**config.mk**
```make
export PLATFORM = sky130hd
export DESIGN_NAME = muldiv_sequencer
export DESIGN_NICKNAME = d
export VERILOG_FILES = /design/src/rtl/muldiv_sequencer.sv
export SDC_FILE = /design/constraint.sdc
export NUM_CORES = 1
export LEC_CHECK = 0
export ABC_AREA = 1
export CAP_MARGIN = 20
export CORE_UTILIZATION = 45
export CTS_BUF_LIST = sky130_fd_sc_hd__clkbuf_8
export DETAILED_ROUTE_END_ITERATION = 6
export HOLD_SLACK_MARGIN = 0.08
export PLACE_DENSITY = 0.71
export SETUP_SLACK_MARGIN = 0.3
export SKIP_CTS_REPAIR_TIMING = 1
export SLEW_MARGIN = 20
export SYNTH_ARGS = -nofsm -noshare
export SYNTH_HDL_FRONTEND = slang
export SYNTH_SLANG_ARGS = --single-unit
```
**constraint.sdc**
```tcl
create_clock -name clk -period 3.95 [get_ports clk]
set_input_delay 0.5925 -clock clk [delete_from_list [all_inputs] [get_ports clk]]
set_output_delay 0.5925 -clock clk [all_outputs]
set_load 0.01 [all_outputs]
```
**src/rtl/muldiv_sequencer.sv**
```systemverilog
// muldiv_sequencer: iterative RV32M multiply/divide unit beside the execute-stage ALU
// Ports: clk, rst_n (sync, active-low); start_i/funct3_i/op1_i/op2_i accept one op in IDLE;
// flush_i aborts; busy_o = not IDLE; stall_o freezes IF/ID/EX; done_o pulses with result_o.
// Optional MULDIV_FAST_MUL_EN: multiply ops finish in one step on a combinational multiplier.
module muldiv_sequencer #(
  parameter int XLEN = 32
) (
  input  logic            clk,
  input  logic            rst_n,
  input  logic            start_i,
  input  logic [2:0]      funct3_i,
  input  logic [XLEN-1:0] op1_i,
  input  logic [XLEN-1:0] op2_i,
  input  logic            flush_i,
  output logic            busy_o,
  output logic            stall_o,
  output logic            done_o,
  output logic [XLEN-1:0] result_o
);
  localparam int CW = $clog2(XLEN) + 1;
  typedef enum logic [1:0] {IDLE, CALC, DONE} state_t;
  state_t state;
  logic [CW-1:0] cnt;
  logic [2*XLEN-1:0] acc, acc_nxt, prod;
  logic [XLEN-1:0] b, m1, m2, spec_res, dif, quo, rem, fin;
  logic [XLEN:0] madd, shl;
  logic [2:0] f3;
  logic neg_q, neg_r, is_div, sg1, sg2, n1, n2, div0, ovf, ge;
  assign is_div = funct3_i[2];
  assign sg1 = is_div ? ~funct3_i[0] : funct3_i[0] ^ funct3_i[1];
  assign sg2 = is_div ? ~funct3_i[0] : funct3_i[1:0] == 2'b01;
  assign n1 = sg1 & op1_i[XLEN-1];
  assign n2 = sg2 & op2_i[XLEN-1];
  // magnitude of the most negative value wraps to itself and is treated as unsigned
  assign m1 = n1 ? -op1_i : op1_i;
  assign m2 = n2 ? -op2_i : op2_i;
  assign div0 = is_div & (op2_i == '0);
  assign ovf = is_div & ~funct3_i[0] & (op1_i == {1'b1, {(XLEN-1){1'b0}}}) & (&op2_i);
  assign spec_res = div0 ? (funct3_i[1] ? op1_i : '1) : (funct3_i[1] ? '0 : op1_i);
  // acc holds the product for multiplies and {remainder, quotient} for divides
  assign madd = {1'b0, acc[2*XLEN-1:XLEN]} + (acc[0] ? {1'b0, b} : '0);
  assign shl = {acc[2*XLEN-1:XLEN], acc[XLEN-1]};
  assign ge = shl >= {1'b0, b};
  // remainder stays below the divisor, so the low XLEN bits of the difference suffice
  assign dif = shl[XLEN-1:0] - b;
  assign acc_nxt = f3[2] ? {ge ? dif : shl[XLEN-1:0], acc[XLEN-2:0], ge} : {madd, acc[XLEN-1:1]};
  // final result is formed from the last iteration so it is registered on entry to DONE
  assign prod = neg_q ? -acc_nxt : acc_nxt;
  assign quo = neg_q ? -acc_nxt[XLEN-1:0] : acc_nxt[XLEN-1:0];
  assign rem = neg_r ? -acc_nxt[2*XLEN-1:XLEN] : acc_nxt[2*XLEN-1:XLEN];
  assign fin = f3[2] ? (f3[1] ? rem : quo) : (f3[1:0] == 2'b00 ? prod[XLEN-1:0] : prod[2*XLEN-1:XLEN]);
`ifdef MULDIV_FAST_MUL_EN
  logic [2*XLEN-1:0] fm;
  logic [XLEN-1:0] fast_res;
  assign fm = {{XLEN{n1}}, op1_i} * {{XLEN{n2}}, op2_i};
  assign fast_res = funct3_i[1:0] == 2'b00 ? fm[XLEN-1:0] : fm[2*XLEN-1:XLEN];
`endif
  assign busy_o = state != IDLE;
  assign stall_o = (start_i & (state == IDLE)) | (state == CALC);
  always_ff @(posedge clk) begin
    if (!rst_n) begin
      state <= IDLE;
      cnt <= '0;
      acc <= '0;
      b <= '0;
      f3 <= '0;
      neg_q <= 1'b0;
      neg_r <= 1'b0;
      done_o <= 1'b0;
      result_o <= '0;
    end else begin
      done_o <= 1'b0;
      if (flush_i) begin
        state <= IDLE;
      end else begin
        case (state)
          IDLE: if (start_i) begin
            f3 <= funct3_i;
            neg_q <= n1 ^ n2;
            neg_r <= n1;
            cnt <= CW'(XLEN);
            acc <= {{XLEN{1'b0}}, is_div ? m1 : m2};
            b <= is_div ? m2 : m1;
            if (div0 | ovf) begin
              result_o <= spec_res;
              done_o <= 1'b1;
              state <= DONE;
            end
`ifdef MULDIV_FAST_MUL_EN
            else if (!is_div) begin
              result_o <= fast_res;
              done_o <= 1'b1;
              state <= DONE;
            end
`endif
            else state <= CALC;
          end
          CALC: begin
            acc <= acc_nxt;
            cnt <= cnt - 1'b1;
            if (cnt == CW'(1)) begin
              result_o <= fin;
              done_o <= 1'b1;
              state <= DONE;
            end
          end
          default: state <= IDLE;
        endcase
      end
    end
  end
endmodule

```
# Word-level counts from Yosys, hierarchy flattened
# Cells that the tools add are included.
[totals]
regBits = 142
inputBits = 71
out_inout_bits = 35
word_cells = 84
[op_classes]
addsub = 8
n_lt_le_gt_ge = 1
eq_ne = 7
n_mux = 34
bitwise_logic = 14
reduce_logical = 11
[ops]
columns = ["op", "count"]
rows = [
  ["2-to-1 mux 32 bit", 17],
  ["2-to-1 mux 64 bit", 3],
  ["negator 32 bit", 4],
  ["one-hot mux 64 bit (2 select lines)", 1],
  ["negator 64 bit", 1],
  ["one-hot mux 32 bit (2 select lines)", 1],
  ["adder 32 x 32 -> 33 bit", 1],
  [">= comparator 33 x 32 -> 1 bit", 1],
  ["equality test 32 bit (second input constant)", 1],
  ["zero test 32 bit", 1],
  ["AND reduction 32 bit", 1],
  ["subtractor 32 bit", 1],
  ["one-hot mux 6 bit (2 select lines)", 1],
  ["bitwise AND 1 bit", 7],
  ["equality test 6 x 1 -> 1 bit (second input constant)", 1],
  ["2-to-1 mux 2 bit", 3],
  ["2-to-1 mux 6 bit", 1],
  ["AND reduction 3 bit", 2],
  ["subtractor 6 x 1 -> 6 bit (second input constant)", 1],
  ["2-to-1 mux 1 bit", 5],
  ["AND reduction 5 bit", 1],
  ["equality test 2 x 1 -> 1 bit (second input constant)", 2],
  ["zero test 2 bit", 2],
  ["!= test 2 x 1 -> 1 bit (second input constant)", 2],
  ["other kinds (9)", 14],
]

# Depth between registers and ports, before layout
[depth]
depth_word = 9
depth_mapped = 33
depth_no_buf = 33

# Least setup slack after synthesis
# OpenSTA, ideal clock, no wires.
[synth_path]
kind = "reg2reg"
startpoint = "reg b[19]"
endpoint = "reg result_o[12]"
arrival_ps = 3494
setup_slack_ps = 323
stages_incl_launch_ff = 31
synth_period_minus_slack_ps = 3627
cell_sequence = "dfxtp_1 -> inv_1 -> ha_1 -> nand2_2 -> inv_2 -> nand2_1 -> nand2_1 -> nand2_1 -> nand2_1 -> nand2_2 -> nand3_4 -> nor2_8 -> nand3_2 -> o21ai_2 -> ha_1 -> nand2_1 -> nor2_1 -> nand4_1 -> nor2_2 -> nand4_1 -> nor2_1 -> nand3_1 -> nor3_2 -> nand3_1 -> o21ai_2 -> xor2_1 -> nand2_1 -> nand2_1 -> nand2_1 -> nand2_1 -> a21oi_1"
[synth_via]
elab_chain_cells = 9
[synth_rtl]
columns = ["item", "line_no", "source"]
rows = [
  ["start: declaration", "25", "logic [XLEN-1:0] b, m1, m2, spec_res, dif, quo, rem, fin;"],
  ["start signal: assignment", "83", "b <= is_div ? m2 : m1;"],
  [">= comparator 33 x 32 -> 1 bit *", "43", "assign ge = shl >= {1'b0, b};"],
  ["2-to-1 mux 32 bit", "46", "assign acc_nxt = f3[2] ? {ge ? dif : shl[XLEN-1:0], acc[XLEN-2:0], ge} : {madd, acc[XLEN-1:1]};"],
  ["2-to-1 mux 64 bit *", "46", ""],
  ["negator 64 bit or negator 32 bit (tied branches)", "48, 50", ""],
  ["2-to-1 mux 64 bit or 2-to-1 mux 32 bit (tied branches)", "48, 50", ""],
  ["2-to-1 mux 32 bit", "51", "assign fin = f3[2] ? (f3[1] ? rem : quo) : (f3[1:0] == 2'b00 ? prod[XLEN-1:0] : prod[2*XLEN-1:XLEN]);"],
  ["2-to-1 mux 32 bit *", "51", ""],
  ["2-to-1 mux 32 bit *", "101", "if (cnt == CW'(1)) begin"],
  ["one-hot mux 32 bit (2 select lines) *", "76", "case (state)"],
  ["end signal: assignment", "85", "result_o <= spec_res;"],
  ["end signal: assignment", "102", "result_o <= fin;"],
  ["end: declaration", "18", "output logic [XLEN-1:0] result_o"],
]
# Mark *: on every way between the ends. The rest lies on a longest branch, timed or not. The select of a mux whose other input is x is not followed.
# A chain may end at the register's enable or synchronous reset.

# Worst setup path in the final report
[layout_path]
startpoint = "reg b[30]"
endpoint = "reg result_o[24]"
# The elaborated chain is that of the path after synthesis.

==> out/qor.yml <==
route:
  via_per_inst: 5.70
  wire_per_inst_um: 21.4
  firstDrtPassIters: 7
  routed_wl_um: 92300
  drc: 0
  drtIter0Drc: 3208
  detail-route-antenna-nets: 0
  vias: 24600
synthesis:
  syn_area_um2: 18600
  muxShareOfSynthArea_pct: 0
  synth_top_family_by_area: "simple AND/OR/NAND/NOR gates"
  synth_edf_count: 0
  synth_ff_type: "dfxtp_1"
  synth.distinct_cells: 58
  syn_inst: 3384
  ys_warn_count: 0
  avgSynthCellArea_um2: 5.49
  synth_compound_area_share_pct: 17.9
  async_reset_ff_share_pct: 0
  synth_top_area_share_pct: 21.1
  synthXorXnorAreaFrac_pct: 5.42
  yosys.area_share.simple_pct: 43.0
  synth_top_area_cell: "nand2_1"
  syn-num-nets: 3529
  synth_seq_cells: 142
  yosysSeqAreaShare_pct: 15.3
  synth_area_leaders: "nand2_1 (21%), dfxtp_1 (15%), inv_1 (9.4%), nand3_1 (7.6%), nor2_1 (6.2%)"
  synthAdderAreaFrac_pct: 5.06
power_and_ir_drop:
  switching_share_pct: 49.1
  leakagePower_nw: 12.3
  p_int_w: 0.00319
  power_density_nw_per_um2: 250
  power.share.combinational_pct: 54.2
  vdd_drop_max_mv: 0.242
  power_frac_seq_pct: 24.6
  clkPwrFrac_pct: 21.1
  p_switching_w: 0.00308
finish:
  nNetsFinal: 3915
  areaGrowthSynthToFinish_pct: 34.9
  final_util_pct: 61.5
  final_cell_area_um2: 25100
  drive_above_1_share_pct: 23.6
timing:
  fin_skew_ns: 0.0207
  worst_pin_slew_ns: 1.12
  fmax_ghz: 0.250
  fin_setup_tns_ns: -0.129
  maxSlewHeadroom_pct: 25.6
  rsz0062_at_grt: "yes"
  slew_violations: 0
  fin_crit_ns: 4.00
  whs_ns: 0.476
  finalSetupViolations: 4
  setup_slack_ns: -0.0501
  final-hold-violation-count: 0
  period_share_pct: 101
placement:
  io_buffers: 105
  dpl_cell_area_um2: 22500
  dp_hpwl_um: 72500
  place.gp.congestion: 1.09
  post-place-ws_ns: -0.112
worst_setup_path:
  critPathKind: "reg2reg"
  crit_top_cell: "nand2_1"
  crit_path_end_kind: "flop"
  cp.required_ns: 4.40
  worst-path-max-fanout: 5
  cpPeakStageDelay_ns: 0.35
  worstPathArrival_ns: 4.45
  slowest_stage: "dfxtp_1"
  cp-start-kind: "flop"
grt:
  grt.overflow.total: 0
  grt_pass1_wl_um: 133000
  antenna_found_initial: 4
  grt_pass1_vias: 21700
  grt_max_degree: 89
  grt.total_usage_pct: 42.6
clock_network:
  clock_latency_ns: 0.56
  h-tree-depth: 4
  path_clk_slew_ns: 0.11
  clockBufferDepth: 2
  cts_tree: "yes"
  clkSinkCount: 142
  numCtsBuffers: 17
  root_buffer: "clkbuf_8"
floorplan:
  start_util_pct: 45.6
  rows: 74
  die_x_um: 205
  num_io_pins: 106
  dieArea_um2: 42100
  die_h_um: 205
  core_area_um2: 40700
flow_run:
  drv_cap: 0
run_status:
  status: "complete, but fails checks"
  violations: "negative setup slack"
hold_path:
  min_path_type: "reg2reg"
power groups by stage:
stage	combinational [W]	clock, W	sequential [W]
floorplan	0.00179	0	0.00157
global placement	0.00298	0	0.00158
detailed placement	0.00298	0	0.00158
CTS	0.00299	0.00133	0.00154
global route	0.00364	0.00139	0.00155
finish	0.00340	0.00132	0.00155
stage by stage:
stage,total power [W],cells
global route,0.00658,4315
global placement,0.00456,4257
floorplan,0.00335,3384
CTS,0.00586,4289
detailed placement,0.00455,4257
finish,0.00627,4318
flip-flops by register name (all words and copies together) (netlist names):
register / cells
acc: 64
b: 32
cnt: 6
done_o: 1
f3: 3
neg_q: 1
neg_r: 1
result_o: 32
state: 2
worst paths after layout:
path | startpoint | to | slack, ns | cells after the start
min reg2reg | result_o[25]$_SDFFE_PN0P_ | result_o[25]$_SDFFE_PN0P_ | 0.48 | 2
max reg2reg | b[30]$_SDFFE_PN0P_ | result_o[24]$_SDFFE_PN0P_ | -0.05 | 28
min | result_o[25]$_SDFFE_PN0P_ | result_o[25]$_SDFFE_PN0P_ | 0.48 | 2
max | b[30]$_SDFFE_PN0P_ | result_o[24]$_SDFFE_PN0P_ | -0.05 | 28
placed cells by master (no fill, tap or decap), types with 24 or more instances in the layout:
cell,n
nand2_1,969
inv_1,449
buf_4,382
nor2_1,249
nand3_1,246
a21oi_1,195
o21ai_0,174
dfxtp_1,120
clkdlybuf4s50_1,104
xor2_1,89
nand2_2,80
nor2_2,57
ha_4,50
nand3_2,43
nor2_4,35
inv_2,34
o211ai_1,34
nand4_1,33
a31oi_1,32
o21ai_1,28
nand2_4,26
xnor2_1,25
a21oi_2,24
Yosys cell counts (6+ instances only):
| cell | count |
|---|---|
| xnor2_1 | 25 |
| nand3b_1 | 14 |
| a21oi_1 | 222 |
| nor4_1 | 10 |
| inv_1 | 465 |
| nor2_2 | 27 |
| buf_6 | 11 |
| a221oi_1 | 22 |
| inv_2 | 19 |
| o21a_1 | 7 |
| o211ai_1 | 34 |
| or2_2 | 12 |
| nand2_1 | 1046 |
| buf_2 | 17 |
| o21ai_0 | 190 |
| o21ai_2 | 8 |
| nand3_2 | 16 |
| xor2_1 | 90 |
| nor2_4 | 6 |
| dfxtp_1 | 142 |
| o21bai_1 | 18 |
| nand2_2 | 25 |
| o221ai_1 | 11 |
| buf_1 | 16 |
| o21ai_1 | 17 |
| nand4_1 | 33 |
| ha_1 | 72 |
| nand3_1 | 281 |
| nor3_1 | 30 |
| clkbuf_1 | 92 |
| a31oi_1 | 32 |
| nor2_1 | 308 |
metal layers:
layer	GRT usage, %	wire length (um)
met3	10.4	9890
met1	52.6	35700
met2	65.1	39400
met4	29.2	7280
met5	0	0
final cells by class:
type | count | area [um2]
Fill cell | 4045 | 15700
Inverter | 490 | 1840
Sequential cell | 142 | 2880
Antenna cell | 3 | 7.51
Clock buffer | 17 | 234
Multi-Input combinational cell | 2615 | 15100
Clock inverter | 15 | 184
Timing Repair Buffer | 504 | 4170
Tap cell | 532 | 666
critical path: cells and delay by family (launching register included):
family                     cells  cell delay [ns]
and+or+nand+nor               18             2.11
AOI/OAI and AO/OA              5             0.63
adders and majority gates      2             0.44
DFF                            1             0.35
buffers and inverters          3             0.32
kinds of logic after synthesis:
kind of cell | count (synthesis)
AOI/OAI and AO/OA | 585
and+or+nand+nor | 1839
buffers and inverters | 629
xor gates and xnor gates | 115
adders and majority gates | 74
DFF | 142
Power figures use the tool's default switching activity.
